[src/rtl/riscv_xc_init_seq.sv]
`default_nettype none
// ============================================================================
// Module      : riscv_xc_init_seq
// Description : Executes the XCrypto xc.init instruction by zeroing all
//               XCrypto registers through register-file write port W2.
//               Pipeline write-back traffic on W2 always passes through and
//               has priority. A stall (busy_o) is raised while clearing, and
//               a one-cycle done pulse follows the last clear write.
// Revision    : 1.0 - initial release
// ----------------------------------------------------------------------------
// Ports:
//   clk, rst_n          core clock, asynchronous active-low reset
//   init_req_i          xc.init request (level, held until acked)
//   init_ack_o          one-cycle acknowledge of init_req_i (IDLE only)
//   abort_i             pipeline flush, cancels an in-progress clear
//   busy_o              stall request while clearing
//   init_done_o         one-cycle pulse after all registers are cleared
//   *_b_pipe_i          pipeline W2 write request (address, data, enable)
//   *_b_o               W2 write request to the register file
// ============================================================================
module riscv_xc_init_seq #(
    parameter int ADDR_WIDTH   = 7,
    parameter int DATA_WIDTH   = 32,
    parameter int NUM_XC_WORDS = 16
) (
    input  logic                  clk,
    input  logic                  rst_n,

    input  logic                  init_req_i,
    output logic                  init_ack_o,
    input  logic                  abort_i,
    output logic                  busy_o,
    output logic                  init_done_o,

    input  logic [ADDR_WIDTH-1:0] waddr_b_pipe_i,
    input  logic [DATA_WIDTH-1:0] wdata_b_pipe_i,
    input  logic                  we_b_pipe_i,

    output logic [ADDR_WIDTH-1:0] waddr_b_o,
    output logic [DATA_WIDTH-1:0] wdata_b_o,
    output logic                  we_b_o
);

    // ------------------------------------------------------------------
    // Constants
    // ------------------------------------------------------------------
    localparam int IDX_W = (NUM_XC_WORDS > 1) ? $clog2(NUM_XC_WORDS) : 1;

    localparam logic [1:0] c_st_idle  = 2'd0;
    localparam logic [1:0] c_st_clear = 2'd1;
    localparam logic [1:0] c_st_done  = 2'd2;

    // The top address bit selects the XCrypto bank; the register index
    // occupies the low bits (at most 5 bits, so bit 5 is always zero).
    localparam logic [ADDR_WIDTH-1:0] c_xc_base =
        {1'b1, {(ADDR_WIDTH-1){1'b0}}};
    localparam logic [IDX_W-1:0] c_idx_last = IDX_W'(NUM_XC_WORDS - 1);

    // ------------------------------------------------------------------
    // Registered state
    // ------------------------------------------------------------------
    logic [1:0]       r_state;
    logic [IDX_W-1:0] r_idx;

    logic [1:0]       w_state_next;
    logic [IDX_W-1:0] w_idx_next;

    // A sequencer write issues in CLEAR only when the pipeline leaves the
    // port free and no flush is cancelling the clear.
    logic             w_seq_wr;
    logic [ADDR_WIDTH-1:0] w_xc_addr;

    assign w_seq_wr  = (r_state == c_st_clear) && !abort_i && !we_b_pipe_i;
    assign w_xc_addr = c_xc_base | ADDR_WIDTH'(r_idx);

    // ------------------------------------------------------------------
    // State register
    // ------------------------------------------------------------------
    always_ff @(posedge clk or negedge rst_n) begin
        if (!rst_n) begin
            r_state <= c_st_idle;
            r_idx   <= '0;
        end else begin
            r_state <= w_state_next;
            r_idx   <= w_idx_next;
        end
    end

    // ------------------------------------------------------------------
    // Next-state logic
    // ------------------------------------------------------------------
    always_comb begin
        w_state_next = r_state;
        w_idx_next   = r_idx;
        case (r_state)
            c_st_idle: begin
                // abort_i has no effect here; a simultaneous request is taken.
                if (init_req_i) begin
                    w_state_next = c_st_clear;
                    w_idx_next   = '0;
                end
            end
            c_st_clear: begin
                if (abort_i) begin
                    w_state_next = c_st_idle;
                end else if (w_seq_wr) begin
                    // Pipeline contention simply holds idx, stretching CLEAR.
                    w_idx_next = r_idx + 1'b1;
                    if (r_idx == c_idx_last) begin
                        w_state_next = c_st_done;
                    end
                end
            end
            c_st_done: begin
                // Requests are ignored here; the next ack can come from IDLE.
                w_state_next = c_st_idle;
            end
            default: begin
                w_state_next = c_st_idle;
                w_idx_next   = '0;
            end
        endcase
    end

    // ------------------------------------------------------------------
    // Output decode
    // ------------------------------------------------------------------
    always_comb begin
        // Pass-through by default, including while reset holds the FSM idle.
        waddr_b_o   = waddr_b_pipe_i;
        wdata_b_o   = wdata_b_pipe_i;
        we_b_o      = we_b_pipe_i;
        busy_o      = 1'b0;
        init_done_o = 1'b0;
        init_ack_o  = 1'b0;
        case (r_state)
            c_st_idle: begin
                init_ack_o = init_req_i;
            end
            c_st_clear: begin
                busy_o = 1'b1;
                if (w_seq_wr) begin
                    we_b_o    = 1'b1;
                    waddr_b_o = w_xc_addr;
                    wdata_b_o = '0;
                end
            end
            c_st_done: begin
                init_done_o = 1'b1;
            end
            default: begin
                busy_o = 1'b0;
            end
        endcase
    end

endmodule
`default_nettype wire

[config.mk]
export PLATFORM = sky130hd
export DESIGN_NAME = riscv_xc_init_seq
export DESIGN_NICKNAME = d
export VERILOG_FILES = /design/src/rtl/riscv_xc_init_seq.sv
export SDC_FILE = /design/constraint.sdc
export NUM_CORES = 1
export LEC_CHECK = 0
export CORE_MARGIN = 1
export CORE_UTILIZATION = 24
export CTS_CLUSTER_DIAMETER = 120
export DETAILED_ROUTE_END_ITERATION = 10
export GPL_TIMING_DRIVEN = 1
export PLACE_DENSITY = 0.8
export SLEW_MARGIN = 0
export SYNTH_ARGS = -nofsm -noshare
export SYNTH_HDL_FRONTEND = slang
export SYNTH_SLANG_ARGS = --single-unit
[constraint.sdc]
create_clock -name clk -period 2.1 [get_ports clk]
set_clock_uncertainty 0.2 [all_clocks]
set_input_delay 0.63 -clock clk [delete_from_list [all_inputs] [get_ports clk]]
set_output_delay 0.63 -clock clk [all_outputs]
set_load 0.005 [all_outputs]
==> results.json <==
{
  "outcome": "finished, violations left",
  "violations": "negative setup slack",
  "instances_no_fill": 221,
  "worstMarginPinSlew_ps": 278,
  "cp_top_family": "buffers and inverters",
  "numCtsBuffers": 3,
  "dr_total_vias": 1027,
  "grt_max_degree": 14,
  "cts.clk_slew.worst_paths_ps": 40,
  "fin_util_pct": 74.7,
  "rsz0062_at_grt": "yes",
  "seq_area_frac_synth_pct": 23.5,
  "path_buf_inv": 5,
  "die_y_um": 53.6,
  "nFillCells": 178,
  "worstPathMaxFanout": 6,
  "place.gp.congestion": 0.781,
  "critPathCapture": "waddr_b_o[1]",
  "synth_top_family_by_area": "simple AND/OR/NAND/NOR gates",
  "antenna_cells": 0,
  "rows": 18,
  "hpwl_um": 2460,
  "power.total_uw": 628,
  "synth_fa_ha_area_share_pct": 1.96,
  "tritoncts": "built",
  "wl_um": 3520,
  "min_path_type": "primary input to async pin",
  "startpoint": "abort_i",
  "multiInputGateArea_um2": 527,
  "clk_latency_ps": 240,
  "finalHoldViolations": 0,
  "synth-xor-area-share_pct": 1.37,
  "cts_buffer_depth": 2,
  "path_cells": "buf_8 > nor3_4 > buf_12 > buf_6 > buf_6 > mux2_4 > buf_6",
  "synth_compound_area_share_pct": 8.41,
  "antenna_found_initial": 0,
  "drt_iter0_drc": 11,
  "power_density_nw_per_um2": 336,
  "viasPerCell": 4.65,
  "setup_viol": 39,
  "grt_usage_pct": 23.6,
  "clockRootBuffer": "clkbuf_4",
  "io_pins": 87,
  "synth_cell_types": 27,
  "ir_drop_mv": 0.299,
  "drv_slew": 0,
  "clock.fmax_ghz": 0.399,
  "syn_nets": 120,
  "ff2ff_path_depth": 9,
  "htree_levels": 1,
  "reg2reg_from": "r_state[1]",
  "initial_core_util_pct": 25.6,
  "synthSimpleGateAreaFrac_pct": 49.7,
  "cts_hold_buf": 0,
  "grt_pass1_vias": 917,
  "coreArea_um2": 2500,
  "drive_gt1_share_pct": 41.4,
  "cts.sinks": 6,
  "die-width_um": 53.6,
  "drcViolationCount": 0,
  "cp_slowest_stage_delay_ps": 290,
  "end_kind": "output pin",
  "avgSynthCellArea_um2": 8.52,
  "r2r_end": "r_idx[0]",
  "drv_cap": 0,
  "criticalPathCategory": "primary input to output pin",
  "nNetsFinal": 238,
  "ant_nets": 0,
  "max-slew-margin-rel_pct": 81.4,
  "dp_cells": 203,
  "period_share_pct": 119,
  "critPathSlowestCell": "mux2_4",
  "yosysWarningCount": 0,
  "synth_cells": 75,
  "muxShareOfSynthArea_pct": 8.81,
  "synth_seq_cells": 6,
  "seq_area_um2": 150,
  "total_leakage_power_uw": 0.000931,
  "grt_pass1_wl_um": 4640,
  "port_buffers": 86,
  "syn_to_final_growth_pct": 192,
  "cpMostUsedCell": "buf_6",
  "cp.depth": 7,
  "reg2reg_slack_ps": 140,
  "final.min_clock_period_ps": 2510,
  "dr.pass1.iters": 4,
  "fin_ws_ps": -407,
  "grt_overflow_total": 0,
  "cp.required_ps": 1270,
  "die_area_um2": 2870,
  "cp.arrival_ps": 1680,
  "startpoint_type": "primary input",
  "syn_area_um2": 639,
  "avgRoutedWirePerCell_um": 15.9
}
## worst min-delay path by stage
stage                     slack, ps  cells past startpoint      from        to
after global placement          390                      1  r_idx[1]  r_idx[1]
after CTS                       400                      1  r_idx[1]  r_idx[1]
after global routing            430                      1  r_idx[1]  r_idx[1]
after floorplan                 130                      0     rst_n  r_idx[0]
after detailed placement        380                      1  r_idx[1]  r_idx[1]
final                           430                      1     rst_n  r_idx[2]
## metal layers
metal	share of wire, %	GRT usage [%]	wire length [um]
met1	35	23.1	1230
met2	58	48.5	2030
met3	4.6	4.24	161
met4	2.8	7.02	98
met5	0	0	0
## where the power goes
part	internal [uW]	switching (uW)
clock	64.4	38.7
combinational	259	134
sequential	124	7.90
## synthesized netlist by cell type (all sizes together)
library cell,number,area [um2]
nand3b,1,7.51
nor2,2,7.51
nand2b,2,15.0
mux2,5,56.3
ha,1,12.5
nor3b,1,7.51
nor2b,35,219
a21o,1,7.51
or2,1,6.26
a22o,1,8.76
buf,4,28.8
nor3,2,21.3
o2bb2ai,1,8.76
a32o,1,10.0
a41o,1,10.0
inv,3,11.3
nand3,3,15.0
dfrtp,6,150
a31o,1,8.76
xor2,1,8.76
and4b,1,10.0
nand4b,1,8.76
## flip-flops by register name, indices dropped and copies added, names as in the netlist
signal	flops
r_idx	4
r_state	2
## metrics by stage
stage                     hold WS, ps  setup WS (ps)  area, um2  setup TNS, ps
after floorplan                   134          -55.2        651           -166
after global placement            386          -1050       1640         -36770
after detailed placement          380          -1080       1640         -37910
after CTS                         397           -442       1830         -13020
after global routing              431           -437       1870         -12560
final                             426           -407       1870         -11250
## timing repair
| action | 4_1_cts | 5_1_grt |
|---|---|---|
| buffers inserted | 15 | 3 |
| pin swaps | 3 | 2 |
| resized for setup | 136 | 21 |
| endpoints found under the setup margin | 43 | 40 |
| gates cloned | 2 | 1 |
## logic make-up after synthesis
| group | after synthesis |
|---|---|
| AO/OA/AOI/OAI | 6 |
| buffers and inverters | 7 |
| adder cells (fa/ha/maj) | 1 |
| AND/OR/NAND/NOR | 49 |
| multiplexers | 5 |
| XOR/XNOR | 1 |
| flip-flops | 6 |
## placed cells by master (no fill, tap or decap), types with 3 or more instances in the layout
cell	Yosys	layout
clkdlybuf4s50_1	0	40
nor2b_2	0	4
buf_6	1	13
buf_2	2	13
dlygate4sd2_1	0	20
nor2b_1	35	25
clkdlybuf4s15_2	0	3
buf_4	1	18
mux2_4	0	4
nor2b_4	0	6
clkbuf_4	0	3
nand3_1	3	3
clkbuf_2	0	3
dfrtp_1	6	6
## area by class of cell
| type | count | area share, % |
|---|---|---|
| repair buffers | 117 | 59.8 |
| multi-input cells | 62 | 28.2 |
| flip-flops and latches | 6 | 8.04 |
| well taps | 30 | 2.01 |
| clock buffers | 3 | 1.21 |
| inverters | 3 | 0.737 |
No activity file was read; power rests on OpenSTA's default activity.
